[src/rtl/bounce_emulator.sv]
// Seeded contact-bounce source: a level change on data_in becomes an odd train of LFSR-timed glitches ending at the new level.
// First data_out edge and busy one cycle after data_in is sampled; no backpressure, data_in is ignored until the settle completes.
module bounce_emulator #(
  parameter int         NUM_COUNTER_BITS = 3,
  parameter int         NUM_BOUNCES      = 2,
  parameter logic [7:0] LFSR_SEED        = 8'hA5
) (
  input  logic clk,
  input  logic reset,
  input  logic data_in,
  output logic data_out,
  output logic busy,
  output logic settled
);

  localparam int             N            = NUM_COUNTER_BITS;
  localparam logic [N-1:0]   HOLD_MAX     = '1;
  localparam logic [N-1:0]   HOLD_ONE     = N'(1);
  localparam logic [4:0]     TOGGLES_INIT = 5'(2 * NUM_BOUNCES);
  localparam bit             NO_BOUNCE    = (NUM_BOUNCES == 0);

  typedef enum logic [1:0] {
    IDLE,
    BOUNCE,
    SETTLE
  } state_t;

  state_t       state, state_nxt;
  logic [7:0]   lfsr;
  logic         lfsr_fb;
  logic [N-1:0] w;
  logic [N-1:0] hold, hold_nxt;
  logic [4:0]   toggles_left, toggles_nxt;
  logic         level, level_nxt;
  logic         target, target_nxt;
  logic         data_out_nxt, busy_nxt, settled_nxt;
  logic         start;

  // x^8+x^6+x^5+x^4+1, shifting toward the MSB
  assign lfsr_fb = lfsr[7] ^ lfsr[5] ^ lfsr[4] ^ lfsr[3];

  // A zero draw would stall the hold counter, so it is promoted to one cycle
  assign w     = (lfsr[N-1:0] == '0) ? HOLD_ONE : lfsr[N-1:0];
  assign start = (data_in != level);

  always_ff @(posedge clk) begin
    if (reset) begin
      state <= IDLE;
    end else begin
      state <= state_nxt;
    end
  end

  always_comb begin
    state_nxt = state;
    unique case (state)
      IDLE: begin
        if (start) begin
          state_nxt = NO_BOUNCE ? SETTLE : BOUNCE;
        end
      end
      BOUNCE: begin
        if (hold == HOLD_ONE && toggles_left == 5'd1) begin
          state_nxt = SETTLE;
        end
      end
      SETTLE: begin
        if (hold == '0) begin
          state_nxt = IDLE;
        end
      end
      default: state_nxt = IDLE;
    endcase
  end

  always_comb begin
    data_out_nxt = data_out;
    busy_nxt     = busy;
    settled_nxt  = 1'b0;
    hold_nxt     = hold;
    toggles_nxt  = toggles_left;
    level_nxt    = level;
    target_nxt   = target;
    unique case (state)
      IDLE: begin
        data_out_nxt = level;
        busy_nxt     = 1'b0;
        if (start) begin
          target_nxt   = data_in;
          data_out_nxt = data_in;
          busy_nxt     = 1'b1;
          toggles_nxt  = TOGGLES_INIT;
          hold_nxt     = NO_BOUNCE ? HOLD_MAX : w;
        end
      end
      BOUNCE: begin
        if (hold == HOLD_ONE) begin
          // The last toggle lands on target, then the full settle window follows
          data_out_nxt = ~data_out;
          toggles_nxt  = toggles_left - 5'd1;
          hold_nxt     = (toggles_left == 5'd1) ? HOLD_MAX : w;
        end else begin
          hold_nxt = hold - HOLD_ONE;
        end
      end
      SETTLE: begin
        data_out_nxt = target;
        if (hold == '0) begin
          level_nxt   = target;
          busy_nxt    = 1'b0;
          settled_nxt = 1'b1;
        end else begin
          hold_nxt = hold - HOLD_ONE;
        end
      end
      default: begin
        data_out_nxt = level;
        busy_nxt     = 1'b0;
      end
    endcase
  end

  always_ff @(posedge clk) begin
    if (reset) begin
      lfsr         <= LFSR_SEED;
      hold         <= '0;
      toggles_left <= '0;
      level        <= 1'b0;
      target       <= 1'b0;
      data_out     <= 1'b0;
      busy         <= 1'b0;
      settled      <= 1'b0;
    end else begin
      lfsr         <= {lfsr[6:0], lfsr_fb};
      hold         <= hold_nxt;
      toggles_left <= toggles_nxt;
      level        <= level_nxt;
      target       <= target_nxt;
      data_out     <= data_out_nxt;
      busy         <= busy_nxt;
      settled      <= settled_nxt;
    end
  end

endmodule

[config.mk]
export PLATFORM = sky130hd
export DESIGN_NAME = bounce_emulator
export DESIGN_NICKNAME = d
export VERILOG_FILES = /design/src/rtl/bounce_emulator.sv
export SDC_FILE = /design/constraint.sdc
export NUM_CORES = 1
export LEC_CHECK = 0
export CAP_MARGIN = 20
export CORE_ASPECT_RATIO = 1.25
export CORE_MARGIN = 2
export CORE_UTILIZATION = 57
export CTS_BUF_LIST = sky130_fd_sc_hd__clkbuf_16
export CTS_CLUSTER_DIAMETER = 120
export CTS_CLUSTER_SIZE = 40
export DETAILED_ROUTE_END_ITERATION = 10
export DONT_BUFFER_PORTS = 1
export GPL_ROUTABILITY_DRIVEN = 0
export PLACE_DENSITY = 0.72
export SETUP_SLACK_MARGIN = 0.02
export SYNTH_ARGS = -nofsm -noshare
export SYNTH_HDL_FRONTEND = slang
export SYNTH_SLANG_ARGS = --single-unit
[constraint.sdc]
create_clock -name clk -period 1.9 [get_ports clk]
set_input_delay 0.38 -clock clk [delete_from_list [all_inputs] [get_ports clk]]
set_output_delay 0.38 -clock clk [all_outputs]
set_load 0.005 [all_outputs]
Word-level counts from Yosys, hierarchy flattened. Index checks and enable logic that the tools add are counted.

Muxes and demuxes: 20. Bitwise gates (word level): 6. Reduce and logical (&&, ||, !) cells: 13. Eq/ne operators: 10. Add/sub/neg operators: 2.

Operator list (number): 3-bit 2-to-1 mux (5); 5-bit 2-to-1 mux (2); 2-bit != test, second input constant (5); 5-bit case mux with 2 select lines (1); 3-bit case mux with 3 select lines (1); 3-bit AND reduction (3); 3-bit zero test (2); 2-bit 2-to-1 mux (3); 1-bit case mux with 3 select lines (2); 2-bit case mux with 3 select lines (1); 2-bit AND reduction (3); 5-bit by 1-bit == test with 1-bit output, second input constant (1); 1-bit 2-to-1 mux (5); 5-bit by 1-bit subtractor with 5-bit output, second input constant (1); 3-bit by 1-bit == test with 1-bit output, second input constant (1); 1-bit NOT (3); 3-bit nonzero test (1); 3-bit by 1-bit subtractor with 3-bit output, second input constant (1); 1-bit bitwise XOR (3); 2-bit by 1-bit == test with 1-bit output, second input constant (1); 2-bit == test, second input constant (1); 2-bit zero test (1); 2-bit nonzero test (1); 2-bit OR reduction (1); other kinds (2) (2).

Input bits: 3. Word-level logic and storage cells: 60. Register bits after elaboration: 23.

Longest topological paths before layout. Gate-level depths: netlist of run 1.

Depth after elaboration: 5. Depth in mapped cells: 7.

Worst setup path before layout of run 1. OpenSTA, ideal clock, no wires.

Kind: input -> register. Start point: input data_in. End point: register toggles_left[4]. Stages: 5. Slack: 200 ps. Arrival time: 1628 ps. Buffers on the path: 0. Library setup time: 72 ps. Cell sequence: ha_1 -> and2_1 -> a2111oi_4 -> and3b_1 -> mux2i_1.

Cells in the longest elaborated chain, start to end: 3.

Ends and longest elaborated chain: start, declared (RTL line 10) `input logic data_in,`; 1-bit != test (RTL line 44) `assign start = (data_in != level);`; 2-bit != test (no line); 3-bit AND reduction (no line); end signal, assigned (RTL line 136) `toggles_left <= toggles_nxt;`; end, declared (RTL line 33) `logic [4:0] toggles_left, toggles_nxt;`.

No other way between the ends. A chain may end at the register's enable or synchronous reset.

Final worst setup path of run 1.
Start point: register level. End point: register toggles_left[4].

Cells in the longest elaborated chain, start to end: 3.

Ends and longest elaborated chain: start, declared (RTL line 34) `logic level, level_nxt;`; start signal, assigned (RTL line 137) `level <= level_nxt;`; 1-bit != test (RTL line 44); 2-bit != test (no line); 3-bit AND reduction (no line).

No other way between the ends.

==> results of run 1 <==
## flip-flops by register name, summed over array words and instances (netlist names)
register / count
state: 2
busy: 1
target: 1
hold: 3
lfsr: 8
settled: 1
level: 1
data_out: 1
toggles_left: 5
## where the power goes
part | total (uW) | internal (uW) | switching (uW)
registers | 677 | 580 | 97.2
clock network | 455 | 281 | 174
logic | 822 | 372 | 451
total | 1960 | 1230 | 722
## kinds of logic after synthesis
family	share of synthesized area
AND/OR/NAND/NOR	0.239
XOR/XNOR	0.0204
flip-flops	0.358
AO/OA/AOI/OAI	0.186
adder cells (fa/ha/maj)	0.107
buffers and inverters	0.0506
multiplexers	0.0389
## final cells by class
class	instances	area share
Inverter	10	0.0265
Tap cell	31	0.0274
Multi-Input combinational cell	107	0.538
Timing Repair Buffer	5	0.0265
Sequential cell	23	0.326
Clock buffer	3	0.0531
Clock inverter	1	0.00265
## worst max-delay path by stage
stage                  from         endpoint  slack [ns]  cells past startpoint
CTS                   level  toggles_left[4]        0.11                      6
global placement      level  toggles_left[4]        0.19                      6
finish                level  toggles_left[4]        0.11                      6
detailed placement    level  toggles_left[4]        0.14                      6
floorplan           data_in  toggles_left[4]        0.20                      5
global route          level  toggles_left[4]        0.03                      6
## through the flow
| stage | cells | utilization |
|---|---|---|
| finish | 180 | 0.654 |
| global route | 180 | 0.654 |
| CTS | 180 | 0.654 |
| detailed placement | 176 | 0.617 |
| global placement | 176 | 0.617 |
| floorplan | 145 | - |
## cell usage after synthesis, drive strengths merged (3+ instances only)
| cell type | number |
|---|---|
| inv | 10 |
| o21ai | 4 |
| a211oi | 4 |
| nand2b | 5 |
| nand2 | 10 |
| clkbuf | 3 |
| nor2b | 7 |
| nor2 | 15 |
| or2 | 3 |
| a21oi | 10 |
| mux2i | 5 |
| nand4 | 3 |
| ha | 11 |
| dfxtp | 23 |
## critical path, cell delays in order (launching register included)
cell	delay [ns]
dfxtp_1	0.37
inv_1	0.06
ha_1	0.28
and2_1	0.23
a2111oi_4	0.38
and3b_1	0.22
mux2i_1	0.18
## layer usage
layer / vias to the layer above / GRT usage / part of all wire
li1: 516 / - / -
met3: 6 / 0.0411 / 0.032
met5: - / 0 / 0
met2: 24 / 0.351 / 0.51
met4: 0 / 0.0735 / 0.018
met1: 475 / 0.260 / 0.44
==> summary.txt, run 1 <==
Detailed routing
  • DRC: 0
  • 1st-pass router iterations: 4
  • WL final: 2470 um
  • Vias: 1,021
  • Drt first-iter violations: 22
  • Avg Vias per Cell: 5.67
  • Final ANT Viol Nets: 0
  • Per-cell routed wire length: 13.7 um

Worst setup path
  • CP Data Arrival Time: 1.98 ns
  • CP max FO: 5
  • WS Path Type: register to register
  • Critical Path Sink Type: register
  • R2R cell count: 6
  • Startpoint types: register
  • Reg-to-Reg Start: level
  • Worst endpoint required time: 2.09 ns
  • Reg2reg end: toggles_left[4]
  • Setup slack, reg-to-reg: 0.11 ns

Job
  • Maximum Capacitance Violations: 0

Synth
  • Post-synth ARST share: 0
  • Netlist Area Pre-Place: 1290 um^2
  • Top post-synthesis cells by area: dfxtp_1 36%, ha_1 11%, nor2_1 4.4%
  • Number of flops mapped to enable cells by yosys: 0
  • Library cells used by synthesis: 43
  • Share of the synthesized area in the top cell type: 0.358
  • Largest area contributor in the netlist: dfxtp_1
  • Synth Flop Type: dfxtp_1
  • Yosys Warn Count: 0
  • Cell count after synthesis: 145
  • Post-synthesis sequential area ratio: 0.358
  • Yosys reg bits: 23
  • Syn avg cell area: 8.87 um^2
  • Syn_nets: 159

STA
  • Headroom to the max-slew limit: 0.658
  • Setup violators final: 0
  • Max Clk Rate: 559 MHz
  • Final slew viol count: 0
  • RSZ-0062 raised after global routing: false
  • Endpoints failing hold: 0
  • Final Worst Setup Slack: 0.111 ns
  • Tmin final: 1.79 ns
  • Slew at the pin with the worst max-slew slack: 0.512 ns
  • Total Neg Setup Slack: 0 ns
  • Clock Skew: 0.00686 ns
  • Period utilisation layout: 0.942
  • Worst hold slack: 0.184 ns

Clocking
  • Clock root buffer master: clkbuf_16
  • CTS Buffer Depth: 2
  • Clock slew at reported path FFs: 0.06 ns
  • H-tree Lvls: 1
  • Clk sinks: 23
  • Hold buffers post-CTS: 0
  • CTS Buf Count: 3
  • # resized after CTS: 0
  • Clk_lat worst skew: 0.26 ns
  • CTS tree: done
  • Post-CTS Setup Repair Bufs: 0

Cells and area
  • Diodes inserted: 0
  • Layout cells sized above 1: 0.107
  • Footprint of the multi-input gates: 761 um^2
  • Register area: 460 um^2
  • Total Nets Final: 164
  • P&R area growth vs syn: 9.92%
  • Finished Cell Area: 1410 um^2
  • Fillers: 195
  • Commonest non-fill, non-tap cell in the layout: dfxtp_1
  • Most frequent cells in the layout: 23 x dfxtp_1, 15 x nor2_1, 11 x inv_1, 11 x ha_1

GRT
  • Gr ovfl total: 0
  • Initial antenna violation count: 0
  • Vias in the first global route: 989
  • First-pass GRT wire length: 4130 um
  • GRT Util Overall: 0.210
  • Pin count of the biggest net entering global routing: 26

Floorplan
  • Cell Rows: 19
  • Die area: 2660 um^2
  • Core area: 2160 um^2
  • DIE HEIGHT: 57.1 um
  • Die X: 46.5 um
  • Ports: 6
  • Starting Density: 0.595

Pwr
  • Total chip power: 1960 uW
  • PwrDens: 1380 nW/um^2
  • Max VDD drop: 701 uV
  • Leak: 0.000569 uW

Worst hold path
  • Hold Path Class: primary input to register
  • Worst hold start: reset
  • Endpoint with the worst hold slack: lfsr[6]
  • Worst hold path cell count: 1

Placement
  • Port Buffer Count: 0
  • Pre-CTS setup slack: 0.144 ns
  • Placement-stage cell area: 1340 um^2
  • HPWL Detailed: 1840 um

Outcome
  • Status: finished, final reports clean
Power figures use the tool's default switching activity.
==> inputs of run 2 (changes only) <==
--- a/config.mk
+++ b/config.mk
@@ -5,7 +5,7 @@
 export SDC_FILE = /design/constraint.sdc
 export NUM_CORES = 1
 export LEC_CHECK = 0
-export CAP_MARGIN = 20
+export CAP_MARGIN = 5
 export CORE_ASPECT_RATIO = 1.25
 export CORE_MARGIN = 2
 export CORE_UTILIZATION = 57
==> results of run 2 <==
No change in the layout: final DEF, timing and power equal those of run 1.
==> inputs of run 3 (changes only) <==
--- a/config.mk
+++ b/config.mk
@@ -5,16 +5,16 @@
 export SDC_FILE = /design/constraint.sdc
 export NUM_CORES = 1
 export LEC_CHECK = 0
-export CAP_MARGIN = 5
+export CAP_MARGIN = 10
 export CORE_ASPECT_RATIO = 1.25
 export CORE_MARGIN = 2
 export CORE_UTILIZATION = 57
 export CTS_BUF_LIST = sky130_fd_sc_hd__clkbuf_16
-export CTS_CLUSTER_DIAMETER = 120
 export CTS_CLUSTER_SIZE = 40
 export DETAILED_ROUTE_END_ITERATION = 10
 export DONT_BUFFER_PORTS = 1
 export GPL_ROUTABILITY_DRIVEN = 0
+export GPL_TIMING_DRIVEN = 0
 export PLACE_DENSITY = 0.72
 export SETUP_SLACK_MARGIN = 0.02
 export SYNTH_ARGS = -nofsm -noshare
==> run 3 against run 2 <==
Against the previous run: final cell count unchanged; fmax up 0.66%; worst hold slack better by 0.094 ns; non-clock buffer count unchanged; via count up 1.9%; sequential cell count unchanged; final area about the same; setup slack better by 0.012 ns; largest cell class unchanged; highest routed layer unchanged.
==> summary.txt, run 3 (synthesis gave the netlist of run 1 again) <==
Outcome
  • Status: finished, final reports clean

Floorplan
  • Ports: 6
  • Die area: 2660 um^2
  • DIE HEIGHT: 57.1 um
  • Die X: 46.5 um
  • Cell Rows: 19
  • Core area: 2160 um^2
  • Starting Density: 0.595

GRT
  • Vias in the first global route: 1,042
  • GRT Util Overall: 0.219
  • Pin count of the biggest net entering global routing: 13
  • Gr ovfl total: 0
  • Initial antenna violation count: 0
  • First-pass GRT wire length: 4270 um

Cells and area
  • Layout cells sized above 1: 0.107
  • Total Nets Final: 164
  • Top reg by flops: lfsr
  • P&R area growth vs syn: 10.0%
  • Biggest regs: lfsr x8, toggles_left x5, hold x3
  • Final cell count without fillers: 180
  • Max reg flops: 8
  • Commonest non-fill, non-tap cell in the layout: dfxtp_1
  • Most frequent cells in the layout: 23 x dfxtp_1, 15 x nor2_1, 11 x inv_1, 11 x ha_1, 10 x nand2_1
  • Diodes inserted: 0

Worst setup path
  • CP Cell Sequence: inv_1 > ha_1 > nor2b_1 > a2111oi_2 > a211oi_1 > a22o_1
  • Critical Path Sink Type: register
  • CP Data Arrival Time: 1.92 ns
  • Slowest CP cell: dfxtp_1
  • Crit-path max cell delay: 0.35 ns
  • Worst Path Buf+Inv: 1
  • WS Path Type: register to register
  • Startpoint types: register
  • CP max FO: 8
  • Worst endpoint required time: 2.05 ns
  • Crit-path leading delay family: compound AO/OA/AOI/OAI gates

STA
  • Final Worst Setup Slack: 0.123 ns
  • Endpoints failing hold: 0
  • Max Clk Rate: 563 MHz
  • Period utilisation layout: 0.935
  • Setup violators final: 0
  • Headroom to the max-slew limit: 0.577
  • Final slew viol count: 0
  • Slew at the pin with the worst max-slew slack: 0.634 ns
  • Tmin final: 1.78 ns
  • RSZ-0062 raised after global routing: true
  • Clock Skew: 0.00242 ns

Detailed routing
  • Drt first-iter violations: 17
  • DRC: 0
  • Per-cell routed wire length: 14.0 um
  • 1st-pass router iterations: 4
  • Avg Vias per Cell: 5.78
  • Vias: 1,040
  • Final ANT Viol Nets: 0
  • WL final: 2530 um

Worst hold path
  • Hold Path Class: primary input to register

Placement
  • Placed Cells: 176
  • Pre-CTS setup slack: 0.0336 ns
  • Port Buffer Count: 0
  • HPWL Detailed: 1870 um

Clocking
  • Clk_lat worst skew: 0.25 ns
  • Clock root buffer master: clkbuf_16
  • CTS Buf Count: 3
  • CTS tree: done
  • H-tree Lvls: 1
  • Hold buffers post-CTS: 0
  • Clock slew at reported path FFs: 0.06 ns
  • Clk sinks: 23
  • CTS Buffer Depth: 2

Pwr
  • Leak: 0.000561 uW
  • Total chip power: 1950 uW
  • PwrDens: 1380 nW/um^2
  • Max VDD drop: 893 uV

Job
  • Maximum Capacitance Violations: 0
[run 3: cell types whose count changed in the layout (fill, tap and decap cells not counted), sizes merged]
cell,previous run,this run
clkbuf,3,6
buf,5,2
[run 3: cell type report]
| class | count | area (um^2) |
|---|---|---|
| Multi-Input combinational cell | 107 | 772 |
| Fill cell | 188 | 748 |
| Buffer | 5 | 27.5 |
| Clock buffer | 3 | 75.1 |
| Inverter | 10 | 37.5 |
| Tap cell | 31 | 38.8 |
| Sequential cell | 23 | 460 |
| Clock inverter | 1 | 3.75 |
[run 3: where the power goes]
part           total, uW  leakage [uW]  switching, uW  internal [uW]
Combinational        838      0.000329            473            365
Sequential           670      0.000190           89.7            580
Clock                442     0.0000423            161            280
Total               1950      0.000561            724           1230
[run 3: worst reg2reg max path: stages, from the launching register on]
cell       delay (ns)
dfxtp_1          0.35
inv_1            0.09
ha_1             0.32
nor2b_1          0.20
a2111oi_2        0.35
a211oi_1         0.11
a22o_1           0.25
[run 3: timing repair]
item	4_1_cts	5_1_grt
buffers inserted	0	0
pin swaps	0	1
hold endpoints to repair	0	0
setup endpoints to repair	1	4
gates resized for setup	1	3
[run 3: final timing paths]
| path | startpoint | endpoint | slack [ns] | cells past startpoint |
|---|---|---|---|---|
| worst min register to register | lfsr[6] | lfsr[7] | 0.41 | 1 |
| worst max-delay path | state[0] | hold[1] | 0.12 | 6 |
| worst max register to register | state[0] | hold[1] | 0.12 | 6 |
| worst min-delay path | data_in | target | 0.28 | 2 |
[run 3: per-stage QoR]
step	TNS, ns	utilization	hold WS, ns	instance area (um^2)
6_report	0	0.654	0.278	1420
5_1_grt	-0.0333	0.654	0.278	1420
4_1_cts	0	0.650	0.277	1410
3_5_place_dp	0	0.612	0.394	1330
3_3_place_gp	0	0.612	0.398	1330
2_1_floorplan	0	-	0.389	1290
[run 3: metal layers]
layer,up-vias,GRT usage,wire [um]
met5,-,0,0
met4,0,0.118,93
met3,14,0.0348,89
met2,26,0.363,1210
met1,486,0.259,1130
li1,514,-,-
